===== src/rtl/bcd_pkg.sv =====
// Shared BCD constants and the serial-controller state encoding used by the
// adder- and subtractor-side datapath blocks.
package bcd_pkg;

  localparam int unsigned BCD_DIGIT_W = 4;
  localparam int unsigned BCD_MAX     = 9;
  localparam int unsigned BCD_ADJ     = 6;

  typedef enum logic [1:0] {
    IDLE,
    RUN,
    DONE
  } bcd_state_t;

endpackage


===== src/rtl/bcd_digit_sub.sv =====
// Single BCD digit subtract with borrow; a borrow-out raw result is pulled
// back into the 0..9 range by subtracting 6 modulo 16.
module bcd_digit_sub
  import bcd_pkg::*;
(
  input  logic [BCD_DIGIT_W-1:0] a,
  input  logic [BCD_DIGIT_W-1:0] b,
  input  logic                   bin,
  output logic [BCD_DIGIT_W-1:0] d,
  output logic                   bout
);

  logic [BCD_DIGIT_W:0] raw;

  always_comb begin
    raw  = {1'b0, a} - {1'b0, b} - {{BCD_DIGIT_W{1'b0}}, bin};
    bout = raw[BCD_DIGIT_W];
    if (raw[BCD_DIGIT_W]) begin
      d = raw[BCD_DIGIT_W-1:0] - BCD_DIGIT_W'(BCD_ADJ);
    end else begin
      d = raw[BCD_DIGIT_W-1:0];
    end
  end

endmodule


===== src/rtl/bcd_serial_subtractor.sv =====
// Digit-serial N-digit BCD subtractor, LSD first, with a start/done handshake.
// Operands are captured on an accepted start and consumed one digit per cycle.
module bcd_serial_subtractor
  import bcd_pkg::*;
#(
  parameter int unsigned N_DIGITS = 4
) (
  input  logic                            clk,
  input  logic                            rst_n,
  input  logic                            start,
  input  logic [N_DIGITS*BCD_DIGIT_W-1:0] a_bcd,
  input  logic [N_DIGITS*BCD_DIGIT_W-1:0] b_bcd,
  output logic                            busy,
  output logic                            done,
  output logic [N_DIGITS*BCD_DIGIT_W-1:0] diff_bcd,
  output logic                            neg,
  output logic                            err
);

  localparam int unsigned W     = N_DIGITS * BCD_DIGIT_W;
  localparam int unsigned IDX_W = (N_DIGITS > 1) ? $clog2(N_DIGITS) : 1;

  bcd_state_t             state;
  logic [W-1:0]           a_sh;
  logic [W-1:0]           b_sh;
  logic [IDX_W-1:0]       idx;
  logic                   borrow;
  logic                   bad_digit;
  logic [BCD_DIGIT_W-1:0] digit;
  logic                   borrow_next;

  bcd_digit_sub u_digit (
    .a    (a_sh[BCD_DIGIT_W-1:0]),
    .b    (b_sh[BCD_DIGIT_W-1:0]),
    .bin  (borrow),
    .d    (digit),
    .bout (borrow_next)
  );

  always_comb begin
    bad_digit = 1'b0;
    for (int unsigned i = 0; i < N_DIGITS; i++) begin
      if (a_bcd[i*BCD_DIGIT_W +: BCD_DIGIT_W] > BCD_DIGIT_W'(BCD_MAX) ||
          b_bcd[i*BCD_DIGIT_W +: BCD_DIGIT_W] > BCD_DIGIT_W'(BCD_MAX)) begin
        bad_digit = 1'b1;
      end
    end
  end

  always_ff @(posedge clk) begin
    if (!rst_n) begin
      state    <= IDLE;
      a_sh     <= '0;
      b_sh     <= '0;
      idx      <= '0;
      borrow   <= 1'b0;
      busy     <= 1'b0;
      done     <= 1'b0;
      diff_bcd <= '0;
      neg      <= 1'b0;
      err      <= 1'b0;
    end else begin
      case (state)
        IDLE: begin
          done <= 1'b0;
          if (start) begin
            state    <= RUN;
            a_sh     <= a_bcd;
            b_sh     <= b_bcd;
            idx      <= '0;
            borrow   <= 1'b0;
            busy     <= 1'b1;
            diff_bcd <= '0;
            neg      <= 1'b0;
            err      <= bad_digit;
          end
        end
        RUN: begin
          // New digit enters at the MSD end so digit i lands at [4i+3:4i] after N shifts.
          diff_bcd <= (diff_bcd >> BCD_DIGIT_W) | (W'(digit) << (W - BCD_DIGIT_W));
          a_sh     <= a_sh >> BCD_DIGIT_W;
          b_sh     <= b_sh >> BCD_DIGIT_W;
          borrow   <= borrow_next;
          idx      <= idx + 1'b1;
          if (idx == IDX_W'(N_DIGITS - 1)) begin
            state <= DONE;
            done  <= 1'b1;
            neg   <= borrow_next;
          end
        end
        DONE: begin
          state <= IDLE;
          done  <= 1'b0;
          busy  <= 1'b0;
        end
        default: begin
          state <= IDLE;
          done  <= 1'b0;
          busy  <= 1'b0;
        end
      endcase
    end
  end

endmodule


===== config.mk =====
export PLATFORM = sky130hd
export DESIGN_NAME = bcd_serial_subtractor
export DESIGN_NICKNAME = d
export VERILOG_FILES = /design/src/rtl/bcd_pkg.sv /design/src/rtl/bcd_digit_sub.sv /design/src/rtl/bcd_serial_subtractor.sv
export SDC_FILE = /design/constraint.sdc
export NUM_CORES = 1
export LEC_CHECK = 0
export BUFFER_PORTS_ARGS = -buffer_cell sky130_fd_sc_hd__buf_4
export CORE_MARGIN = 3
export CORE_UTILIZATION = 42
export DETAILED_ROUTE_END_ITERATION = 16
export PLACE_DENSITY_LB_ADDON = 0.12
export SYNTH_ARGS = -nofsm -noshare
export SYNTH_HDL_FRONTEND = slang
export SYNTH_SLANG_ARGS = --single-unit
export TNS_END_PERCENT = 30

===== constraint.sdc =====
create_clock -name clk -period 3.96 [get_ports clk]
set_clock_uncertainty 0.2 [all_clocks]
set_input_delay 0.198 -clock clk [delete_from_list [all_inputs] [get_ports clk]]
set_output_delay 0.198 -clock clk [all_outputs]
set_load 0.02 [all_outputs]

# After elaboration in Yosys (flattened, before gate mapping)
# Cells that the tools add are included.
dict set report word_totals {
  ff_bits 57
  out_inout_bits 20
  input_bits 35
}
dict set report classes {
  magnitude_cmp 8
  add_sub_neg 4
  n_reduce_logical 12
  muxes 22
  eq_ne 4
  n_bitwise 2
}
# cell n
set ops {}
lappend ops {{$pmux W16 S2} 3}
lappend ops {{$mux W16} 3}
lappend ops {{$gt A4 B4 Y1 const B} 8}
lappend ops {{$or A12 B16 Y16} 1}
lappend ops {{$reduce_and A2 Y1} 5}
lappend ops {{$pmux W2 S2} 2}
lappend ops {{$mux W1} 7}
lappend ops {{$mux W2} 3}
lappend ops {{$pmux W1 S2} 3}
lappend ops {{$sub A4 B4 Y5} 1}
lappend ops {{$sub A5 B1 Y5} 1}
lappend ops {{$logic_or A1 B1 Y1} 4}
lappend ops {{$mux W4} 1}
lappend ops {{$ne A2 B2 Y1 const B} 2}
lappend ops {{$sub A4 B3 Y4 const B} 1}
lappend ops {{$reduce_and A3 Y1} 1}
lappend ops {{$add A2 B1 Y2 const B} 1}
lappend ops {{$eq A2 B1 Y1 const B} 1}
lappend ops {{$eq A2 B2 Y1 const B} 1}
lappend ops {{$logic_not A2 Y1} 1}
lappend ops {{$reduce_bool A2 Y1} 1}
lappend ops {{$not A1 Y1} 1}

# Depth between registers and ports, before layout
dict set report depth {
  word_depth 6
  mapped_depth 10
  mapped_depth_nobuf 10
}

# Modules after synthesis
# A second synthesis with hierarchy kept.
dict set report unflattened {
  cells_unflattened 293
  area_unflattened_um2 2571.2
}
# mod cells_per_inst instances area_per_inst_um2 seq_area_each_um2
set modules_own_cells {}
lappend modules_own_cells {bcd_serial_subtractor 260 1 2290.9 1141.1}
lappend modules_own_cells {bcd_digit_sub 33 1 280.3 0.0}

# Least setup slack after synthesis
# OpenSTA, ideal clock, no wires.
dict set report synth_timing {
  path_type {register -> register}
  from {register b_sh[0]}
  to {register diff_bcd[14]}
  path_stages_with_launch 10
  period_less_slack_ns 2.629
  arrival_time_ns 2.315
  slack_ns 1.331
  setup_ns 0.115
  cell_sequence {dfxtp_1 inv_1 fa_1 fa_1 xor2_1 ha_1 o22a_2 o221ai_1 o21ai_0 o21a_1}
}
dict set report synth_between {
  elab_chain_len 6
}
# element line_no
set synth_lines {}
lappend synth_lines {{from (decl)} bcd_serial_subtractor.sv:25} ;# logic [W-1:0] b_sh;
lappend synth_lines {{from (signal assigned)} bcd_serial_subtractor.sv:82} ;# b_sh <= b_sh >> BCD_DIGIT_W;
lappend synth_lines {{$sub A4 B4 Y5 (*)} bcd_digit_sub.sv:16} ;# raw = {1'b0, a} - {1'b0, b} - {{BCD_DIGIT_W{1'b0}}, bin};
lappend synth_lines {{$sub A5 B1 Y5 (*)} bcd_digit_sub.sv:16}
lappend synth_lines {{$sub A4 B3 Y4} bcd_digit_sub.sv:19} ;# d = raw[BCD_DIGIT_W-1:0] - BCD_DIGIT_W'(BCD_ADJ);
lappend synth_lines {{$mux W4 (*)} bcd_digit_sub.sv:18} ;# if (raw[BCD_DIGIT_W]) begin
lappend synth_lines {{$or A12 B16 Y16 (*)} bcd_serial_subtractor.sv:80} ;# diff_bcd <= (diff_bcd >> BCD_DIGIT_W) | (W'(digit) << (W - BCD_DIGIT_W));
lappend synth_lines {{$pmux W16 S2 (*)} bcd_serial_subtractor.sv:63} ;# case (state)
lappend synth_lines {{to (signal assigned)} bcd_serial_subtractor.sv:80}
lappend synth_lines {{to (decl)} bcd_serial_subtractor.sv:15} ;# output logic [N_DIGITS*BCD_DIGIT_W-1:0] diff_bcd,
# Every way passes the cells marked *; elsewhere a longest branch is shown, timed or not.
# A chain may end at the register's enable or synchronous reset.

# Worst setup path in the final report
# Same ends and word-level chain as after synthesis.

==> results.json <==
{
  "status": "complete, no violations",
  "clk_latency_ns": 0.34,
  "rsz0062_at_grt": "no",
  "numClockSinks": 57,
  "track_usage_pct": 17.4,
  "tns_ns": 0,
  "min_period_ns": 2.79,
  "layout-drive-gt1-share_pct": 21.2,
  "ios": 55,
  "p_comb_share_pct": 19.5,
  "p_per_area_mw_per_mm2": 466,
  "tightest_slew_ns": 1.04,
  "antenna_found_initial": 0,
  "place_ws_ns": 1.16,
  "clockPowerShare_pct": 41.1,
  "path_delay_family": "adder cells",
  "num-nets-final": 412,
  "yosys_warnings": 0,
  "wl_per_cell_microns": 13.6,
  "die-area_sq_mm": 0.00724,
  "fmax_mhz": 358,
  "ant_nets": 0,
  "routed_wl_mm": 6.08,
  "worst_slack_ns": 1.17,
  "cts_tree": "built",
  "cts.path.max_buffers": 2,
  "hold_path.class": "in -> reg",
  "cts_setup_buffers": 0,
  "dieWidth_microns": 85.1,
  "worstPathArrival_ns": 2.83,
  "drt-initial-drc-count": 128,
  "gp_congestion": 0.787,
  "syn_area_sq_mm": 0.00263,
  "yosysTopAreaCellShare_pct": 43.4,
  "vias": 2320,
  "hold_viol_final": 0,
  "ys_seq_area_share_pct": 43.4,
  "synthArstFlopShare_pct": 0,
  "hpwl_mm": 4.01,
  "vias_per_cell": 5.19,
  "cp_common_cell": "fa_1",
  "syn_nets": 351,
  "synthTopCellsByArea": "dfxtp_1 43%, nand2_1 7.7%, o211a_1 7.6%",
  "r2r-start": "b_sh[0]",
  "cap_violations": 0,
  "crit_buf_inv": 1,
  "seq_power_share_pct": 39.5,
  "path_class": "reg -> reg",
  "hp-start": "b_bcd[4]",
  "cts_root_buffer": "clkbuf_8",
  "fillCellCount": 575,
  "synthCells": 306,
  "vdd_drop_max_mv": 0.294,
  "dr.pass1.iters": 4,
  "placementRows": 28,
  "synth_ff_type": "dfxtp_1",
  "port_buffers": 54,
  "min_period_over_period_pct": 70.5,
  "worst_setup_path_start_kind": "flop",
  "power.internal_mw": 1.20,
  "start_util_pct": 43.9,
  "grt_max_degree": 59,
  "reg2reg_slack_ns": 1.17,
  "grt_pass1_vias": 2160,
  "whs_path_depth": 4,
  "crit_cells": 9,
  "setup_viol": 0,
  "cpMaxStageDelayCell": "fa_1",
  "clkTransAtPathRegs_ns": 0.06,
  "cp.required_ns": 3.99,
  "cp_cell_sequence": "inv_1, fa_1, fa_1, xor2_1, ha_1, o22a_2, o221ai_1, o21ai_0, o21a_1",
  "synth-seq-cells": 57,
  "synthDistinctLibCells": 32,
  "grt_pass1_wl_mm": 9.99,
  "p_sw_mw": 0.420,
  "p_leak_nw": 1.63,
  "drc": 0,
  "grt-ovfl-total": 0,
  "slew_violations": 0,
  "power.switching_fraction_pct": 26.0,
  "antenna_cells": 0,
  "avgSynthCellArea_sq_um": 8.59,
  "min_to": "b_sh[4]",
  "max_stage_delay_ns": 0.46,
  "fp.coreArea_sq_mm": 0.00599,
  "total_power_mw": 1.62,
  "maxSlewHeadroom_pct": 30.4,
  "synth-edff-count": 0,
  "syn_to_final_growth_pct": 32.0,
  "crit_fanout": 5,
  "synth_top_area_cell": "dfxtp_1",
  "dieHeight_microns": 85.1,
  "ff2ff_path_depth": 9,
  "cts.htree.levels": 3,
  "utilization_pct": 57.9,
  "cts_buffers": 9,
  "timing.rr.end": "diff_bcd[14]",
  "critPathCaptureType": "flop"
}
final cells by class:
class	count	area [sq um]	area share, %
timing repair buffer	73	588	16.9
sequential	57	1140	32.9
clock buffer	10	138	3.97
inverter	9	33.8	0.974
tap	75	93.8	2.70
multi-input combinational	217	1370	39.5
clock inverter	6	105	3.03
power by group through the flow:
stage	combinational, mW	clock [mW]	sequential, mW
global route	0.353	0.708	0.642
finish	0.314	0.663	0.638
global placement	0.300	0	0.649
CTS	0.319	0.682	0.638
floorplan	0.206	0	0.657
detailed placement	0.305	0	0.650
worst min-delay path, delay by kind of cell:
kind	cells	cell delay, ns
and+or+nand+nor	2	0.11
buffers and inverters	1	0.08
AOI/OAI and AO/OA	1	0.14
routing by layer:
metal / global-route usage, % / vias up / wire length [microns]
met5: 0 / - / 0
met4: 5.32 / 0 / 70
met3: 7.28 / 6 / 335
met2: 28.7 / 51 / 2900
met1: 20.6 / 1076 / 2780
li1: - / 1187 / -
how the worst max path moves through the flow:
| stage | from | to | slack (ns) |
|---|---|---|---|
| after floorplan | b_sh[0] | diff_bcd[14] | 1.33 |
| after global placement | b_sh[0] | diff_bcd[14] | 1.21 |
| after detailed placement | b_sh[0] | diff_bcd[14] | 1.16 |
| after CTS | b_sh[0] | diff_bcd[14] | 1.16 |
| after global routing | b_sh[0] | diff_bcd[14] | 0.97 |
| final | b_sh[0] | diff_bcd[14] | 1.17 |
synth_stat cells, types with 8 or more instances:
cell	n
dfxtp_1	57
nor2_1	8
nand3_1	27
nor2b_1	24
inv_1	9
o21ai_0	13
a22oi_1	23
o211a_1	20
nand2_1	54
clkbuf_1	19
ha_1	8
stage by stage:
stage / instances / hold WS [ns] / instance area [sq um]
2_1_floorplan: 306 / 0.150 / 2630
3_3_place_gp: 415 / 0.260 / 3070
3_5_place_dp: 415 / 0.274 / 3070
4_1_cts: 447 / 0.00247 / 3470
5_1_grt: 447 / 0.0164 / 3470
6_report: 447 / 0.0156 / 3470
what timing repair did:
| action | 4_1_cts | 5_1_grt |
|---|---|---|
| resized for setup | 0 | 0 |
| setup endpoints to repair | 0 | 0 |
| endpoints found under the hold margin | 16 | 0 |
| hold buffers | 16 | 0 |
placed cells by master (no fill, tap or decap), types with 4 or more instances in the layout:
cell | synthesis | final
a21oi_1 | 5 | 5
a22oi_1 | 23 | 23
and3_1 | 5 | 5
buf_4 | 0 | 57
clkbuf_8 | 0 | 10
dfxtp_1 | 57 | 57
dlygate4sd3_1 | 0 | 16
ha_1 | 8 | 8
inv_1 | 9 | 9
nand2_1 | 54 | 54
nand2b_1 | 4 | 4
nand3_1 | 27 | 27
nor2_1 | 8 | 6
nor2b_1 | 24 | 24
o211a_1 | 20 | 20
o21ai_0 | 13 | 13
xor2_1 | 4 | 4
flip-flops by register name, indices dropped and copies added (netlist names):
register and flops:
busy 1, b_sh 16, neg 1, state 2
idx 2, err 1, done 1, borrow 1
a_sh 16, diff_bcd 16
kinds of logic (layout without fill, tap and decap cells):
kind of cell    Yosys count  count (layout)  synth area share [%]
fa+ha+maj                10              10                  5.33
buf+inv                  32              98                  4.66
xor+xnor                  6               6                  2.00
flops                    57              57                  43.4
compound gates           68              68                  19.8
simple gates            133             133                  24.7
Power figures use the tool's default switching activity.
